File: src/rtl/sin_pkg.sv
// Shared definitions for the sine sample receive path.
//   state_t      : capture FSM states (IDLE / CAPTURE / DRAIN)
//   SIN_DW       : default sample width
//   sin_golden() : 15-entry golden sine table, indexed 0..SIN_TABLE_LEN-1
package sin_pkg;

    localparam int unsigned SIN_DW        = 12;
    localparam int unsigned SIN_TABLE_LEN = 15;

    typedef enum logic [1:0] {
        IDLE    = 2'd0,
        CAPTURE = 2'd1,
        DRAIN   = 2'd2
    } state_t;

    function automatic logic [SIN_DW-1:0] sin_golden(input int unsigned idx);
        logic [SIN_DW-1:0] v;
        case (idx)
            0:       v = 12'hFFF;
            1:       v = 12'hCBE;
            2:       v = 12'hA0D;
            3:       v = 12'h864;
            4:       v = 12'h80B;
            5:       v = 12'h912;
            6:       v = 12'hB4B;
            7:       v = 12'hE55;
            8:       v = 12'h1A8;
            9:       v = 12'h4B2;
            10:      v = 12'h6EB;
            11:      v = 12'h7F2;
            12:      v = 12'h799;
            13:      v = 12'h5F0;
            14:      v = 12'h33F;
            default: v = '0;
        endcase
        return v;
    endfunction

endpackage

File: src/rtl/sin_frame_ram.sv
// Frame buffer: DEPTH x DW memory, synchronous write, registered read.
//   clk, rst     : clock, async active-high reset (read register only)
//   we/waddr/wdata : write port
//   re/raddr     : read request; rdata updates on the next edge when re=1
//   rdata        : registered read data, holds its value while re=0
module sin_frame_ram
    import sin_pkg::*;
#(
    parameter int unsigned DEPTH = 16,
    parameter int unsigned DW    = SIN_DW
) (
    input  logic                     clk,
    input  logic                     rst,
    input  logic                     we,
    input  logic [$clog2(DEPTH)-1:0] waddr,
    input  logic [DW-1:0]            wdata,
    input  logic                     re,
    input  logic [$clog2(DEPTH)-1:0] raddr,
    output logic [DW-1:0]            rdata
);

    logic [DW-1:0] mem [DEPTH];

    always_ff @(posedge clk) begin
        if (we) begin
            mem[waddr] <= wdata;
        end
    end

    // Read register doubles as the output data register, so it must hold
    // during stalls and carry the reset value.
    always_ff @(posedge clk or posedge rst) begin
        if (rst) begin
            rdata <= '0;
        end else if (re) begin
            rdata <= mem[raddr];
        end
    end

endmodule

File: src/rtl/sin_frame_rx.sv
// Frame receiver: captures one vsync/hsync-framed sample burst into a
// buffer, then drains it as a valid/ready stream with a last marker.
//   clkin, rst    : clock, async active-high reset
//   sin_x         : incoming sample
//   vsync, hsync  : framing; active when vsync=0 and hsync=1
//   m_data/m_valid/m_ready/m_last : output stream
//   frame_len     : sample count of the captured frame (0..DEPTH)
//   frame_done    : one-cycle pulse when capture of a frame finishes
//   overflow_err  : sticky, a frame carried more than DEPTH samples
//   drop_cnt      : saturating count of frames started while draining
module sin_frame_rx
    import sin_pkg::*;
#(
    parameter int unsigned DEPTH = 16,
    parameter int unsigned DW    = SIN_DW,
    parameter int unsigned CNTW  = 8
) (
    input  logic                   clkin,
    input  logic                   rst,
    input  logic [DW-1:0]          sin_x,
    input  logic                   vsync,
    input  logic                   hsync,
    output logic [DW-1:0]          m_data,
    output logic                   m_valid,
    input  logic                   m_ready,
    output logic                   m_last,
    output logic [$clog2(DEPTH):0] frame_len,
    output logic                   frame_done,
    output logic                   overflow_err,
    output logic [CNTW-1:0]        drop_cnt
);

    localparam int unsigned AW = $clog2(DEPTH);
    localparam int unsigned PW = AW + 1;

    state_t state, state_nx;

    logic          active, active_q, start, stop;
    logic [PW-1:0] wr_ptr, rd_ptr;

    logic          we, re;
    logic [AW-1:0] waddr, raddr;
    logic          cap_begin, cap_end, fetch, finish, ovf_set, drop;

    assign active = !vsync && hsync;
    assign start  = active && !active_q;
    assign stop   = !active && active_q;

    sin_frame_ram #(
        .DEPTH (DEPTH),
        .DW    (DW)
    ) u_ram (
        .clk   (clkin),
        .rst   (rst),
        .we    (we),
        .waddr (waddr),
        .wdata (sin_x),
        .re    (re),
        .raddr (raddr),
        .rdata (m_data)
    );

    // State register
    always_ff @(posedge clkin or posedge rst) begin
        if (rst) begin
            state <= IDLE;
        end else begin
            state <= state_nx;
        end
    end

    // Next-state logic
    always_comb begin
        state_nx = state;
        unique case (state)
            IDLE:    if (start) state_nx = CAPTURE;
            CAPTURE: if (stop) state_nx = DRAIN;
            DRAIN:   if (m_valid && m_ready && m_last) state_nx = IDLE;
            default: state_nx = IDLE;
        endcase
    end

    // Control outputs
    always_comb begin
        we        = 1'b0;
        waddr     = '0;
        re        = 1'b0;
        raddr     = rd_ptr[AW-1:0];
        cap_begin = 1'b0;
        cap_end   = 1'b0;
        fetch     = 1'b0;
        finish    = 1'b0;
        ovf_set   = 1'b0;
        drop      = 1'b0;
        unique case (state)
            IDLE: begin
                if (start) begin
                    cap_begin = 1'b1;
                    we        = 1'b1;
                end
            end
            CAPTURE: begin
                if (active) begin
                    // wr_ptr never exceeds DEPTH, so its top bit alone
                    // flags a full buffer.
                    if (!wr_ptr[AW]) begin
                        we    = 1'b1;
                        waddr = wr_ptr[AW-1:0];
                    end else begin
                        ovf_set = 1'b1;
                    end
                end
                cap_end = stop;
            end
            DRAIN: begin
                // rd_ptr is the next address to fetch; m_valid low in DRAIN
                // only happens on the first cycle after entry.
                if (!m_valid) begin
                    fetch = 1'b1;
                end else if (m_ready) begin
                    if (m_last) finish = 1'b1;
                    else        fetch  = 1'b1;
                end
                re   = fetch;
                drop = start;
            end
            default: ;
        endcase
    end

    // Datapath registers
    always_ff @(posedge clkin or posedge rst) begin
        if (rst) begin
            active_q     <= 1'b0;
            wr_ptr       <= '0;
            rd_ptr       <= '0;
            m_valid      <= 1'b0;
            m_last       <= 1'b0;
            frame_len    <= '0;
            frame_done   <= 1'b0;
            overflow_err <= 1'b0;
            drop_cnt     <= '0;
        end else begin
            active_q   <= active;
            frame_done <= cap_end;

            if (cap_begin) begin
                wr_ptr <= PW'(1);
            end else if (we) begin
                wr_ptr <= wr_ptr + PW'(1);
            end

            if (ovf_set) begin
                overflow_err <= 1'b1;
            end

            if (cap_end) begin
                frame_len <= wr_ptr;
                rd_ptr    <= '0;
            end else if (fetch) begin
                rd_ptr <= rd_ptr + PW'(1);
            end

            if (fetch) begin
                m_valid <= 1'b1;
                m_last  <= (rd_ptr == frame_len - PW'(1));
            end else if (finish) begin
                m_valid <= 1'b0;
                m_last  <= 1'b0;
            end

            if (drop && (drop_cnt != '1)) begin
                drop_cnt <= drop_cnt + CNTW'(1);
            end
        end
    end

endmodule

File: config.mk
export PLATFORM = sky130hd
export DESIGN_NAME = sin_frame_rx
export DESIGN_NICKNAME = d
export VERILOG_FILES = /design/src/rtl/sin_pkg.sv /design/src/rtl/sin_frame_ram.sv /design/src/rtl/sin_frame_rx.sv
export SDC_FILE = /design/constraint.sdc
export NUM_CORES = 1
export LEC_CHECK = 0
export CORE_UTILIZATION = 60
export DETAILED_ROUTE_END_ITERATION = 6
export PLACE_DENSITY = 0.77
export REMOVE_ABC_BUFFERS = 1
export SYNTH_ARGS = -nofsm -noshare
export SYNTH_HDL_FRONTEND = slang
export SYNTH_HIERARCHICAL = 1
export SYNTH_SLANG_ARGS = --single-unit
File: constraint.sdc
create_clock -name clkin -period 3.85 [get_ports clkin]
set_clock_uncertainty 0.05 [all_clocks]
set_input_delay 0.5775 -clock clkin [delete_from_list [all_inputs] [get_ports clkin]]
set_output_delay 0.5775 -clock clkin [all_outputs]
set_load 0.05 [all_outputs]
== Word level (Yosys, flattened, before mapping) ==
Memory sizes are Yosys's and may differ from the RTL's. A register that Yosys moved wholly into a read port is not among the register bits.
Index checks and enable logic that the tools add are counted.
W data, S select, Z words.
Cells by class
  $add $sub $neg: 4
  equality and inequality tests: 7
  mux-type cells: 34
  reduce and logical (&&, ||, !) cells: 14
Operators with widths (number)
  $mux W1: 22
  $mux W5: 4
  $mux W4: 3
  $add A5 B1 Y5 const B: 2
  $add A8 B1 Y8 const B: 1
  $ne A8 B8 Y1 const B: 1
  $logic_and A1 B1 Y1: 6
  $mux W2: 3
  $ne A2 B2 Y1 const B: 3
  $pmux W2 S3: 1
  $reduce_bool A2 Y1: 3
  $eq A5 B5 Y1: 1
  $sub A5 B1 Y5 const B: 1
  $logic_not A1 Y1: 3
  $reduce_and A3 Y1: 1
  $eq A2 B1 Y1 const B: 1
  $eq A2 B2 Y1 const B: 1
  $logic_not A2 Y1: 1
  $pmux W1 S2: 1
Storage, ports and cells
  bits in registers: 30
  memory bits (writable): 192
  input port bits: 17
  output and inout port bits: 29
  word-level logic and storage cells: 70
  memories kept: 1
Memory list
  u_ram.mem: words 16, bits a word 12, rd ports 1, clocked after memory_dff 1, write ports 1, line sin_frame_ram.sv:22  | logic [DW-1:0] mem [DEPTH];

== Depth between registers and ports, before layout ==
  depth after elaboration: 7
  mapped depth: 7
  depth with buffers taken out: 6

== Modules after synthesis ==
The synthesis kept the hierarchy.
Modules (own cells, without submodules)
  sin_frame_ram: times used 1, cells an instance 345, area each 7917.6 um^2, sequential area each 6065.8 um^2
  sin_frame_rx: times used 1, cells an instance 146, area each 1530.2 um^2, sequential area each 750.7 um^2

== Worst setup path after synthesis ==
Ideal clock, no wire load.
  kind: input port to flip-flop
  start: input port vsync
  end: memory u_ram/mem[0][0] (netlist name) (enable)
  setup time: 0.396 ns
  arrival: 2.908 ns
  slack: 0.495 ns
  stages: 6
  cell sequence: nand2b_1 buf_4 nor4_1 or2_2 or3b_2 nor3_1
Between the ends
  longest elaborated chain between the ends: 7
  elaborated cells between the ends (all ways): 10
  classes of those cells: 7 x mux; 3 x reduce/logical
RTL lines
  start, declared: line sin_frame_rx.sv:21  | input logic vsync,
  $logic_not A1 Y1 *: line sin_frame_rx.sv:45  | assign active = !vsync && hsync;
  $logic_and A1 B1 Y1 *: line sin_frame_rx.sv:45
  $logic_and A1 B1 Y1: line sin_frame_rx.sv:46  | assign start = active && !active_q;
  $mux W1: line sin_frame_rx.sv:97  | if (start) begin
  $pmux W1 S2 *: line sin_frame_rx.sv:95  | unique case (state)
  net we: line sin_frame_rx.sv:41  | logic we, re;
  $mux W1 *: line sin_frame_ram.sv:25  | if (we) begin
  $mux W1 (implied by the code) *: line sin_frame_ram.sv:26  | mem[waddr] <= wdata;
  end, declared: line sin_frame_ram.sv:22
The timed path passes the listed nets; every way through them passes the cells marked *.

== Final worst setup path ==
  start: input port vsync
  end: memory u_ram/mem[3][8] (netlist name) (enable)
Same word-level chain as after synthesis.

==> metrics list <==
- The run finished with clean final reports.
- Relative slew margins: 0.369
- The via count of the first global-routing pass is 5151.
* Pin slew with the least headroom to its limit: 0.947 ns
* Std cell rows: 45
- Total of warnings raised by yosys: 6
- The worst path meets setup with about 1.0 ns of slack.
- Number of buffers inserted by hold repair at cts: 0
* Final core utilization: 0.719
* Detail Placement HPWL: 12500 um
- For this design the static power due to leakage is 3.75 nW.
- CP Launch Type: input port
- Counting every instance in the synthesized netlist gives 491.
- Dividing the final minimum period by the clock period gives 0.728.
* Area growth from synthesis to layout: 16.2%
- Global-route usage over all layers: 0.258
* Clock buffer count from CTS: 23
- Antenna violations before repair: 0
- After clock tree synthesis, the clock-pin slew on the worst setup and hold paths is 0.06 ns.
- Placer's final routability congestion estimate: 0.797
- Global-route wire length before repair: 30500 um
* Largest driver fanout on the critical path: 12
- The root buffer cell chosen for the clock tree is clkbuf_16.
* Post-CTS Resized: 0
* CTS tree: yes
* Capturing element type of the critical path: register
- Number of setup buffers added after CTS: 0
- Die height: approximately 130 um
- Proportion of layout cells with a drive suffix above 1: 0.244
* RSZ-0062 raised after global routing: false
* Detail-routed via count per cell: between 6 and 7
* Critical path data arrival time: between 2 and 3 ns
* Number of flops mapped to enable cells by yosys: roughly 190
* Gr ovfl total: 0
- 0 antenna diodes ended up in the layout.
* Count of TritonRoute iterations in the first routing pass: 4
* Number of nets in the layout: 588
- Most used flip-flop cell after synthesis: edfxtp_1
- The average instance in the mapped netlist occupies 19.2 um2.
- CTS saw 234 sinks.
* Worst hold slack across all endpoints: 0.425 ns
* Power density over cell area: just under 700 mW/mm2
- Required arrival time at the worst endpoint: 3.99 ns
- OpenSTA, run right after detailed placement, puts the worst setup slack at 0.605 ns.
* Number of H-tree branching levels: 1
* Drt total wl: a little under 20000 um
* Iteration-0 DRC count of the detailed router: 464
- Pin count of the biggest net entering global routing: 28
- The floorplan step defined a core boundary enclosing about 0.015 mm2.
- Final setup violation count: 0
- The routed design could run at a clock period as short as 2.80 ns.
- Measured along the x axis, the die boundary spans 127 um.
- Average routed wire per standard cell: 24.7 um
- The max-slew violation count was 0.
- After synthesis, the netlist uses 49 different library cells.
* Path type of the worst setup path: input port to register
* Peak ir drop on the vdd network: 0.468 mV
* Seq cells post-synth: around 230
* Total Die Area: 0.0163 mm2
* Ports placed on the boundary: 46
- For this run, design rule violations remaining after detail routing come to 0.
- CTS Buffer Depth: 3
- Area of the mapped netlist: 0.00945 mm2
* Count of port buffers added during placement: between 40 and 50
- Count of maximum capacitance violations: 0
- Number of fill cells: around 900
- The design draws 7.57 mW.
- Timing would allow up to 0.357 GHz.
- Fin. Hold Viols: 0
- For this configuration, the core starts out at a cell density of 0.619.
- Sequential area share after synthesis: 0.721
* Fraction of registers with async set or reset after synthesis: 0.179
- Fin Setup TNS: 0 ns
- The count of nets left with antenna violations once routing finished came out at 0.
* Number of vias after detailed routing: 4920
- Later-pin clock latency in the skew report: 0.49 ns
- The path class of the tightest hold or removal check is register to register.
routing by layer:
layer / routed length (um) / track usage / vias to the layer above
met4: 330 / 0.0665 / 0
met5: 0 / 0 / -
met2: 9640 / 0.423 / 166
met3: 1110 / 0.0385 / 29
li1: - / - / 2129
met1: 8530 / 0.370 / 2596
kinds of logic after synthesis:
kind of cell    share of synthesized area
mux                                 0.144
compound gates                     0.0417
simple gates                       0.0509
buf+inv                            0.0221
flops                               0.721
xor+xnor                           0.0139
fa+ha+maj                         0.00636
final timing paths:
kind,from,endpoint,slack (ns),cells after the start
setup / recovery,vsync,u_ram/mem[3][8]$_DFFE_PP_,1.05,7
hold / removal,overflow_err$_DFFE_PP0P_,overflow_err$_DFFE_PP0P_,0.42,1
setup reg to reg,state[1]$_DFFE_PP0P_,u_ram/mem[3][8]$_DFFE_PP_,1.22,6
hold reg to reg,overflow_err$_DFFE_PP0P_,overflow_err$_DFFE_PP0P_,0.42,1
max in group asynchronous,rst,rd_ptr[1]$_DFFE_PP0P_,2.53,3
min in group asynchronous,rst,u_ram/rdata[3]$_DFFE_PP0P_,0.51,2
cells in the final DEF (no fill, tap or decap), drive strengths merged, types with 2 or more instances in the layout:
cell type and instances:
a211oi 2, clkbuf 31, nand3 5, ha 4, nor4 5, xor2 5, o22ai 12, clkdlybuf4s50 45
edfxtp 192, a31o 2, buf 28, nand2b 8, and2 5, nor2 37, clkinv 6, dfrtp 42
a221oi 12, and3 2, xnor2 10, nand2 15, nand3b 2, mux2 9, mux4 48, bufinv 3
or2 2, o21ai 2, inv 9, nand4 2, a21oi 4, mux2i 14, nor3 7
layout make-up:
cell class | instances | area (um2) | share of cell area
inverter | 9 | 33.8 | 0.00308
timing repair buffer | 73 | 661 | 0.0602
multi-input combinational | 226 | 2450 | 0.224
sequential | 234 | 6820 | 0.621
tap | 211 | 264 | 0.0241
clock buffer | 31 | 626 | 0.0570
clock inverter | 9 | 119 | 0.0108
flip-flops by register name, indices dropped and copies added (netlist names), 2 cells and up:
register,flops
wr_ptr,5
rd_ptr,5
u_ram/rdata,12
state,2
drop_cnt,8
u_ram/mem,192
frame_len,5
per-stage QoR:
step,instances,area (um2)
after floorplan,469,9270
after global placement,753,10200
after detailed placement,753,10200
after CTS,793,11000
after global routing,793,11000
final,793,11000
synth_stat cells (2+ instances only):
master    number  area (um2)
nor3_1         6        30.0
mux4_2        39         878
nand2b_1       8        50.1
xnor2_1       10        87.6
clkbuf_1       3        11.3
nand3_1        5        25.0
inv_1          9        33.8
dfrtp_1       42        1050
mux4_1         9         236
buf_2          6        30.0
o21ai_0        2        10.0
mux2_2         9         101
o22ai_2        7        87.6
edfxtp_1     192        5770
o22ai_1        5        31.3
xor2_1         5        43.8
and2_1         5        31.3
nand3b_1       2        15.0
and3_1         2        12.5
buf_6          5        56.3
a221oi_2      11         165
nor2_1        37         139
ha_1           4        50.1
buf_4          5        37.5
nor4_1         5        31.3
nand2_1       15        56.3
a31o_2         2        17.5
mux2i_1       14         140
a21oi_1        4        20.0
a211oi_1       2        15.0
or2_2          2        12.5
nand4_1        2        12.5
power breakdown:
group	switching, mW	total, mW	internal, mW	leakage [nW]
registers	0.301	3.22	2.92	2.25
clock network	0.885	2.22	1.34	0.368
logic	1.18	2.13	0.954	1.14
total	2.37	7.57	5.21	3.75
critical path, cell delays in order:
cell	delay (ns)
clkdlybuf4s50_1	0.39
nand2b_1	0.30
nor3_2	0.46
or2_2	0.23
or3b_2	0.52
nor2_1	0.19
buf_4	0.26
(Power assumes the default switching activity.)
